## src/rtl/proc_io_pkg.sv

```systemverilog
// Shared constants and helpers for the processor I/O bridge.
// Latency: n/a (declarations only).
// Backpressure: n/a.
package proc_io_pkg;

    // Bit positions inside the sticky err vector
    localparam int ERR_UNDR = 0;
    localparam int ERR_OVRN = 1;
    localparam int ERR_W    = 2;

    typedef logic [ERR_W-1:0] err_t;

    // Low bit of channel i on a bus that packs w-bit channels side by side
    function automatic int chan_slice(input int i, input int w = 16);
        return i * w;
    endfunction

endpackage

```

## src/rtl/proc_io_bridge_io_slot.sv

```systemverilog
// One-entry holding slot: write fills it, read empties it, data is kept after a read.
// Latency: fill/empty take effect at the next clock edge; o_dat is the register output.
// Backpressure: the owner gates i_wr with ~o_full where overwrite is not wanted; a write wins over a read.
module io_slot #(
    parameter int NUBITS = 16
) (
    input  logic              clk,
    input  logic              rst,
    input  logic              i_wr,
    input  logic              i_rd,
    input  logic [NUBITS-1:0] i_dat,
    output logic [NUBITS-1:0] o_dat,
    output logic              o_full
);

    logic              r_full;
    logic [NUBITS-1:0] r_hold;

    // Occupancy and data register; a same-cycle write keeps the slot full
    always_ff @(posedge clk) begin
        if (rst) begin
            r_full <= 1'b0;
            r_hold <= '0;
        end else if (i_wr) begin
            r_full <= 1'b1;
            r_hold <= i_dat;
        end else if (i_rd) begin
            r_full <= 1'b0;
        end
    end

    assign o_dat  = r_hold;
    assign o_full = r_full;

endmodule

```

## src/rtl/proc_io_bridge.sv

```systemverilog
// Processor port-bus responder: per-channel input slots for reads, output slots for writes, sticky errors, optional itr.
// Latency: reads are combinational (slot frees next edge); writes show on out_data/out_valid one edge later.
// Backpressure: in_ready = slot empty; out_valid held until out_ready; itr logic only when PROC_IO_ITR_EN is defined.
module proc_io_bridge
    import proc_io_pkg::*;
#(
    parameter int                 NUBITS = 16,
    parameter int                 NUIOIN = 2,
    parameter int                 NUIOOU = 2,
    parameter logic [NUIOIN-1:0]  ITRMSK = '1
) (
    input  logic                       clk,
    input  logic                       rst,
    output logic [NUBITS-1:0]          io_in,
    input  logic [$clog2(NUIOIN)-1:0]  addr_in,
    input  logic                       req_in,
    input  logic [NUBITS-1:0]          io_out,
    input  logic [$clog2(NUIOOU)-1:0]  addr_out,
    input  logic                       out_en,
    output logic                       itr,
    input  logic [NUIOIN*NUBITS-1:0]   in_data,
    input  logic [NUIOIN-1:0]          in_valid,
    output logic [NUIOIN-1:0]          in_ready,
    output logic [NUIOOU*NUBITS-1:0]   out_data,
    output logic [NUIOOU-1:0]          out_valid,
    input  logic [NUIOOU-1:0]          out_ready,
    output logic [1:0]                 err
);

    localparam int AWI = $clog2(NUIOIN);
    localparam int AWO = $clog2(NUIOOU);

    // ---------------------------------------------------------------
    // Input side: producers fill, processor reads
    // ---------------------------------------------------------------
    logic              w_rd_ok;
    logic [NUIOIN-1:0] w_in_sel;
    logic [NUIOIN-1:0] w_in_wr;
    logic [NUIOIN-1:0] w_in_rd;
    logic [NUIOIN-1:0] w_in_full;
    logic [NUBITS-1:0] w_in_hold [NUIOIN];

    // Channel counts that are not a power of two leave unused address codes
    assign w_rd_ok = (int'(addr_in) < NUIOIN);

    for (genvar gi = 0; gi < NUIOIN; gi++) begin : g_in
        localparam logic [AWI-1:0] IDX = AWI'(gi);

        assign w_in_sel[gi] = w_rd_ok & (addr_in == IDX);
        // Producer is only accepted into an empty slot
        assign w_in_wr[gi]  = in_valid[gi] & ~w_in_full[gi];
        assign w_in_rd[gi]  = req_in & w_in_sel[gi];

        io_slot #(.NUBITS(NUBITS)) u_in_slot (
            .clk    (clk),
            .rst    (rst),
            .i_wr   (w_in_wr[gi]),
            .i_rd   (w_in_rd[gi]),
            .i_dat  (in_data[chan_slice(gi, NUBITS) +: NUBITS]),
            .o_dat  (w_in_hold[gi]),
            .o_full (w_in_full[gi])
        );
    end

    assign in_ready = ~w_in_full;

    // Read data mux; an out-of-range address returns zero
    always_comb begin
        io_in = '0;
        for (int k = 0; k < NUIOIN; k++) begin
            if (w_in_sel[k]) begin
                io_in = w_in_hold[k];
            end
        end
    end

    // A read of an empty slot (including one being filled this cycle) is an underrun
    logic w_undr;
    assign w_undr = req_in & w_rd_ok & ~(|(w_in_sel & w_in_full));

    // ---------------------------------------------------------------
    // Output side: processor writes, consumers drain
    // ---------------------------------------------------------------
    logic              w_wr_ok;
    logic [NUIOOU-1:0] w_out_wr;
    logic [NUIOOU-1:0] w_out_rd;
    logic [NUIOOU-1:0] w_out_full;
    logic [NUBITS-1:0] w_out_dat [NUIOOU];

    assign w_wr_ok = (int'(addr_out) < NUIOOU);

    for (genvar gj = 0; gj < NUIOOU; gj++) begin : g_out
        localparam logic [AWO-1:0] IDX = AWO'(gj);

        assign w_out_wr[gj] = out_en & w_wr_ok & (addr_out == IDX);
        assign w_out_rd[gj] = w_out_full[gj] & out_ready[gj];

        // Processor writes are never blocked; a write to a full slot replaces the data
        io_slot #(.NUBITS(NUBITS)) u_out_slot (
            .clk    (clk),
            .rst    (rst),
            .i_wr   (w_out_wr[gj]),
            .i_rd   (w_out_rd[gj]),
            .i_dat  (io_out),
            .o_dat  (w_out_dat[gj]),
            .o_full (w_out_full[gj])
        );

        assign out_data[chan_slice(gj, NUBITS) +: NUBITS] = w_out_dat[gj];
    end

    assign out_valid = w_out_full;

    // Overwrite of data the consumer has not taken yet is an overrun
    logic w_ovrn;
    assign w_ovrn = |(w_out_wr & w_out_full & ~out_ready);

    // ---------------------------------------------------------------
    // Sticky error flags
    // ---------------------------------------------------------------
    err_t r_err;

    // Errors accumulate until reset
    always_ff @(posedge clk) begin
        if (rst) begin
            r_err <= '0;
        end else begin
            if (w_undr) r_err[ERR_UNDR] <= 1'b1;
            if (w_ovrn) r_err[ERR_OVRN] <= 1'b1;
        end
    end

    assign err = r_err;

    // ---------------------------------------------------------------
    // Interrupt
    // ---------------------------------------------------------------
`ifdef PROC_IO_ITR_EN
    logic w_pend;
    logic r_pend_q;
    logic r_itr;

    assign w_pend = |(w_in_full & ITRMSK);

    // One-cycle pulse on the rising edge of pending masked input data
    always_ff @(posedge clk) begin
        if (rst) begin
            r_pend_q <= 1'b0;
            r_itr    <= 1'b0;
        end else begin
            r_pend_q <= w_pend;
            r_itr    <= w_pend & ~r_pend_q;
        end
    end

    assign itr = r_itr;
`else
    // Interrupt disabled: the mask has no effect
    logic w_unused_itrmsk;
    assign w_unused_itrmsk = ^ITRMSK;
    assign itr             = 1'b0;
`endif

endmodule

```

## config.mk

```make
export PLATFORM = sky130hd
export DESIGN_NAME = proc_io_bridge
export DESIGN_NICKNAME = d
export VERILOG_FILES = /design/src/rtl/proc_io_pkg.sv /design/src/rtl/proc_io_bridge_io_slot.sv /design/src/rtl/proc_io_bridge.sv
export SDC_FILE = /design/constraint.sdc
export NUM_CORES = 1
export LEC_CHECK = 0
export ABC_AREA = 1
export ABC_CLOCK_PERIOD_IN_PS = 2050
export CORE_MARGIN = 10
export CORE_UTILIZATION = 46
export DETAILED_ROUTE_END_ITERATION = 8
export MAX_ROUTING_LAYER = met4
export PLACE_DENSITY = 0.87
export SYNTH_ARGS = -nofsm -noshare
export SYNTH_HDL_FRONTEND = slang
export SYNTH_SLANG_ARGS = --single-unit
```

## constraint.sdc

```tcl
create_clock -name clk -period 2.05 [get_ports clk]
set_clock_uncertainty 0.05 [all_clocks]
set_input_delay 0.41 -clock clk [delete_from_list [all_inputs] [get_ports clk]]
set_output_delay 0.41 -clock clk [all_outputs]
set_load 0.02 [all_outputs]
```

==> results.md <==
- Fin nets: between 500 and 600
- Total gr overflow: 0
- Syn Std Cell Area: 2710 sq um
- Max Slew Vio Count: 0
- Most used DFF post-synth: dfxtp_1
- Reg2Reg Depth: 5
- HPWL after detailed placement: 6280 um
- Synth top area cells: dfxtp_1 52%, nor2_1 16%, nand2_1 7.2%, o21ai_1 7.0%, o21ai_0 5.4%
- R2r startpoint: g_in[1].u_in_slot.o_full
- HP Start: g_in[0].u_in_slot.o_dat[12]
- Row cnt: 27
- WS Path Type: in -> out
- Netlist cell types: 20
- Starting Density: 0.483
- Fmax: 501 MHz
- CP max stage cell: clkdlybuf4s50_1
- DRC: 0
- Hold Path Class: reg -> reg
- Vias per cell: 4.82
- Post-synthesis net count: approximately 430
- Drt initial violations: 103
- Post-synthesis sequential area ratio: 0.518
- Tmin final: 2000 ps
- Hold Path Stages: 2
- Post-DR wirelength/cell: ~15 um
- Clk pin slew, worst setup/hold paths: 70 ps
- Critical Path Source Type: input pin
- Final setup vio count: 0
- Total track usage: 0.176
- Clk_lat worst skew: 340 ps
- Via count: 2,673
- CP Data Required Time: 1590 ps
- Cts-stage hold buffer count: 0
- Full die area: 9350 sq um
- Initial antenna violation count: 0
- IO Port Bufs: 111
- Number of diodes: 0
- Ys async rst share: 0
- Area leader, netlist: dfxtp_1
- WHS: 412 ps
- Top-area cell type share of the netlist area: 0.518
- Die Wd: 96.7 um
- Pwr Total: about 3100 uW
- Vias in the first global route: 2,640
- CP dominant cell by count: nand2_1
- H-tree depth: 3
- Number of synthesized register bits: 70
- Worst Path Arrival: 1540 ps
- Top delay family on crit path: buffers and inverters
- GP Congestion: 0.854
- Max capacitance violation total: 0
- Inserted Clock Buffers: 9
- Largest net degree at the start of global routing: 40
- I/O pin cnt: 113
- DRT Pass-1 Iters: 4
- Post-Syn Instances: 367
- Syn avg cell area: 7.38 sq um
- CTS Root Cell: clkbuf_8
- Layout cells sized above 1: 0.112
- Worst path bufs/invs: 4
- Clock tree buffer depth: 2
- Critical path capture point type: output pin
- Slack of the worst reg-to-reg path: between 800 and 900 ps
- Hold worst-path end: g_in[0].u_in_slot.o_dat[12]
- Routed WL: slightly above 8000 um
- First-pass GRT wire length: about 13,000 um
- R2r endpoint: g_in[1].u_in_slot.o_dat[9]
- Post-synth top cells: 116 x nor2_1, 70 x dfxtp_1, 52 x nand2_1
- Number of flops mapped to enable cells by yosys: 0
- Final period util: 0.974
- Count leader, synth: nor2_1
- CTS tree: built
- Layout area overhead: 46.6%
- Core area: 5610 sq um
- PD cells: 779 nW/um^2
- Status: finished clean
- Syn. warnings: 0
- DIE HEIGHT: 96.7 um
- Max FO, Critical Path: 10
- Leak: 0.00170 uW
- Peak VDD IR: 0.000523 V
- Post-route antenna net violation count: 0
- Clock tree sinks: 70
- Delay of the slowest critical-path stage: 500 ps
- Worst-path cell chain: clkdlybuf4s50_1 -> inv_1 -> buf_12 -> nand2_1 -> nand2_1 -> dlygate4sd2_1
- RSZ-0062 raised after global routing: false
- Final Hold Viols: 0
==> kinds of logic after synthesis <==
| group | Yosys count | synth area share |
|---|---|---|
| other cells | 1 | 0.00138 |
| compound gates | 74 | 0.138 |
| flops | 70 | 0.518 |
| buf+inv | 39 | 0.0749 |
| simple gates | 183 | 0.268 |
==> tightest hold or removal path, stage by stage, from the launching register on <==
cell	delay (ps)
dfxtp_1	300
inv_1	70
a21oi_1	60
==> cell type report <==
cell class | instances | area, sq um
fillers | 473 | 1640
flip-flops and latches | 70 | 1400
clock inverters | 1 | 5.00
repair buffers | 121 | 1150
inverters | 17 | 66.3
well taps | 72 | 90.1
clock buffers | 15 | 156
multi-input cells | 258 | 1100
==> sequential cells by signal (all words and copies together) (netlist names) <==
name	flops
g_out.u_out_slot.o_full	2
g_in.u_in_slot.o_dat	32
g_out.u_out_slot.o_dat	32
g_in.u_in_slot.o_full	2
err	2
==> where the power goes <==
| group | internal (uW) | total (uW) | leakage, uW | switching (uW) |
|---|---|---|---|---|
| sequential | 1460 | 1520 | 0.000579 | 55.6 |
| combinational | 297 | 636 | 0.00104 | 338 |
| clock | 473 | 936 | 0.0000817 | 462 |
| total | 2230 | 3090 | 0.00170 | 856 |
==> worst max path at each step <==
stage,depth (start not counted),end,from,slack (ps)
floorplan,2,io_in[12],addr_in,500
global placement,4,io_in[13],addr_in,-260
detailed placement,4,io_in[13],addr_in,-290
CTS,6,io_in[8],addr_in,5
global route,5,io_in[4],addr_in,0.5
finish,6,io_in[11],addr_in,50
==> placed cells by master (no fill, tap or decap) <==
cell | netlist | layout
a21oi_1 | 6 | 6
buf_12 | 0 | 1
buf_4 | 5 | 10
clkbuf_1 | 3 | 5
clkbuf_2 | 0 | 10
clkbuf_8 | 0 | 10
clkdlybuf4s15_1 | 0 | 3
clkdlybuf4s15_2 | 0 | 1
clkdlybuf4s50_1 | 0 | 95
clkinv_2 | 0 | 1
conb_1 | 1 | 1
dfxtp_1 | 70 | 70
dlygate4sd2_1 | 0 | 1
inv_1 | 9 | 9
inv_2 | 7 | 7
inv_4 | 1 | 1
nand2_1 | 52 | 52
nand2_2 | 2 | 2
nand3_1 | 2 | 2
nor2_1 | 116 | 116
nor2_2 | 10 | 10
nor2_4 | 1 | 1
o21a_1 | 1 | 1
o21ai_0 | 29 | 29
o21ai_1 | 38 | 38
==> routing by layer <==
| metal | vias up | wire length (um) | part of all wire | GRT usage |
|---|---|---|---|---|
| met5 | - | 0 | 0 | - |
| met4 | 0 | 147 | 0.018 | 0.0767 |
| met3 | 15 | 804 | 0.099 | 0.0767 |
| met2 | 104 | 3840 | 0.47 | 0.281 |
| met1 | 1181 | 3360 | 0.41 | 0.184 |
| li1 | 1373 | - | - | - |
==> stage by stage <==
step,utilization,instances,setup TNS (ps),setup slack (ps),instance area [sq um]
after floorplan,-,367,0,499,2710
after global placement,0.688,538,-3370,-258,3860
after detailed placement,0.688,538,-3610,-293,3860
after CTS,0.714,554,0,5.26,4010
after global routing,0.708,554,0,0.539,3970
final,0.708,554,0,53.0,3970
==> repair_timing <==
| item | CTS | global route |
|---|---|---|
| setup endpoints to repair | 15 | 13 |
| buffers inserted | 0 | 0 |
| cloned | 0 | 0 |
| pin swaps | 0 | 0 |
| gates resized for setup | 20 | 22 |
Power figures use the tool's default switching activity.
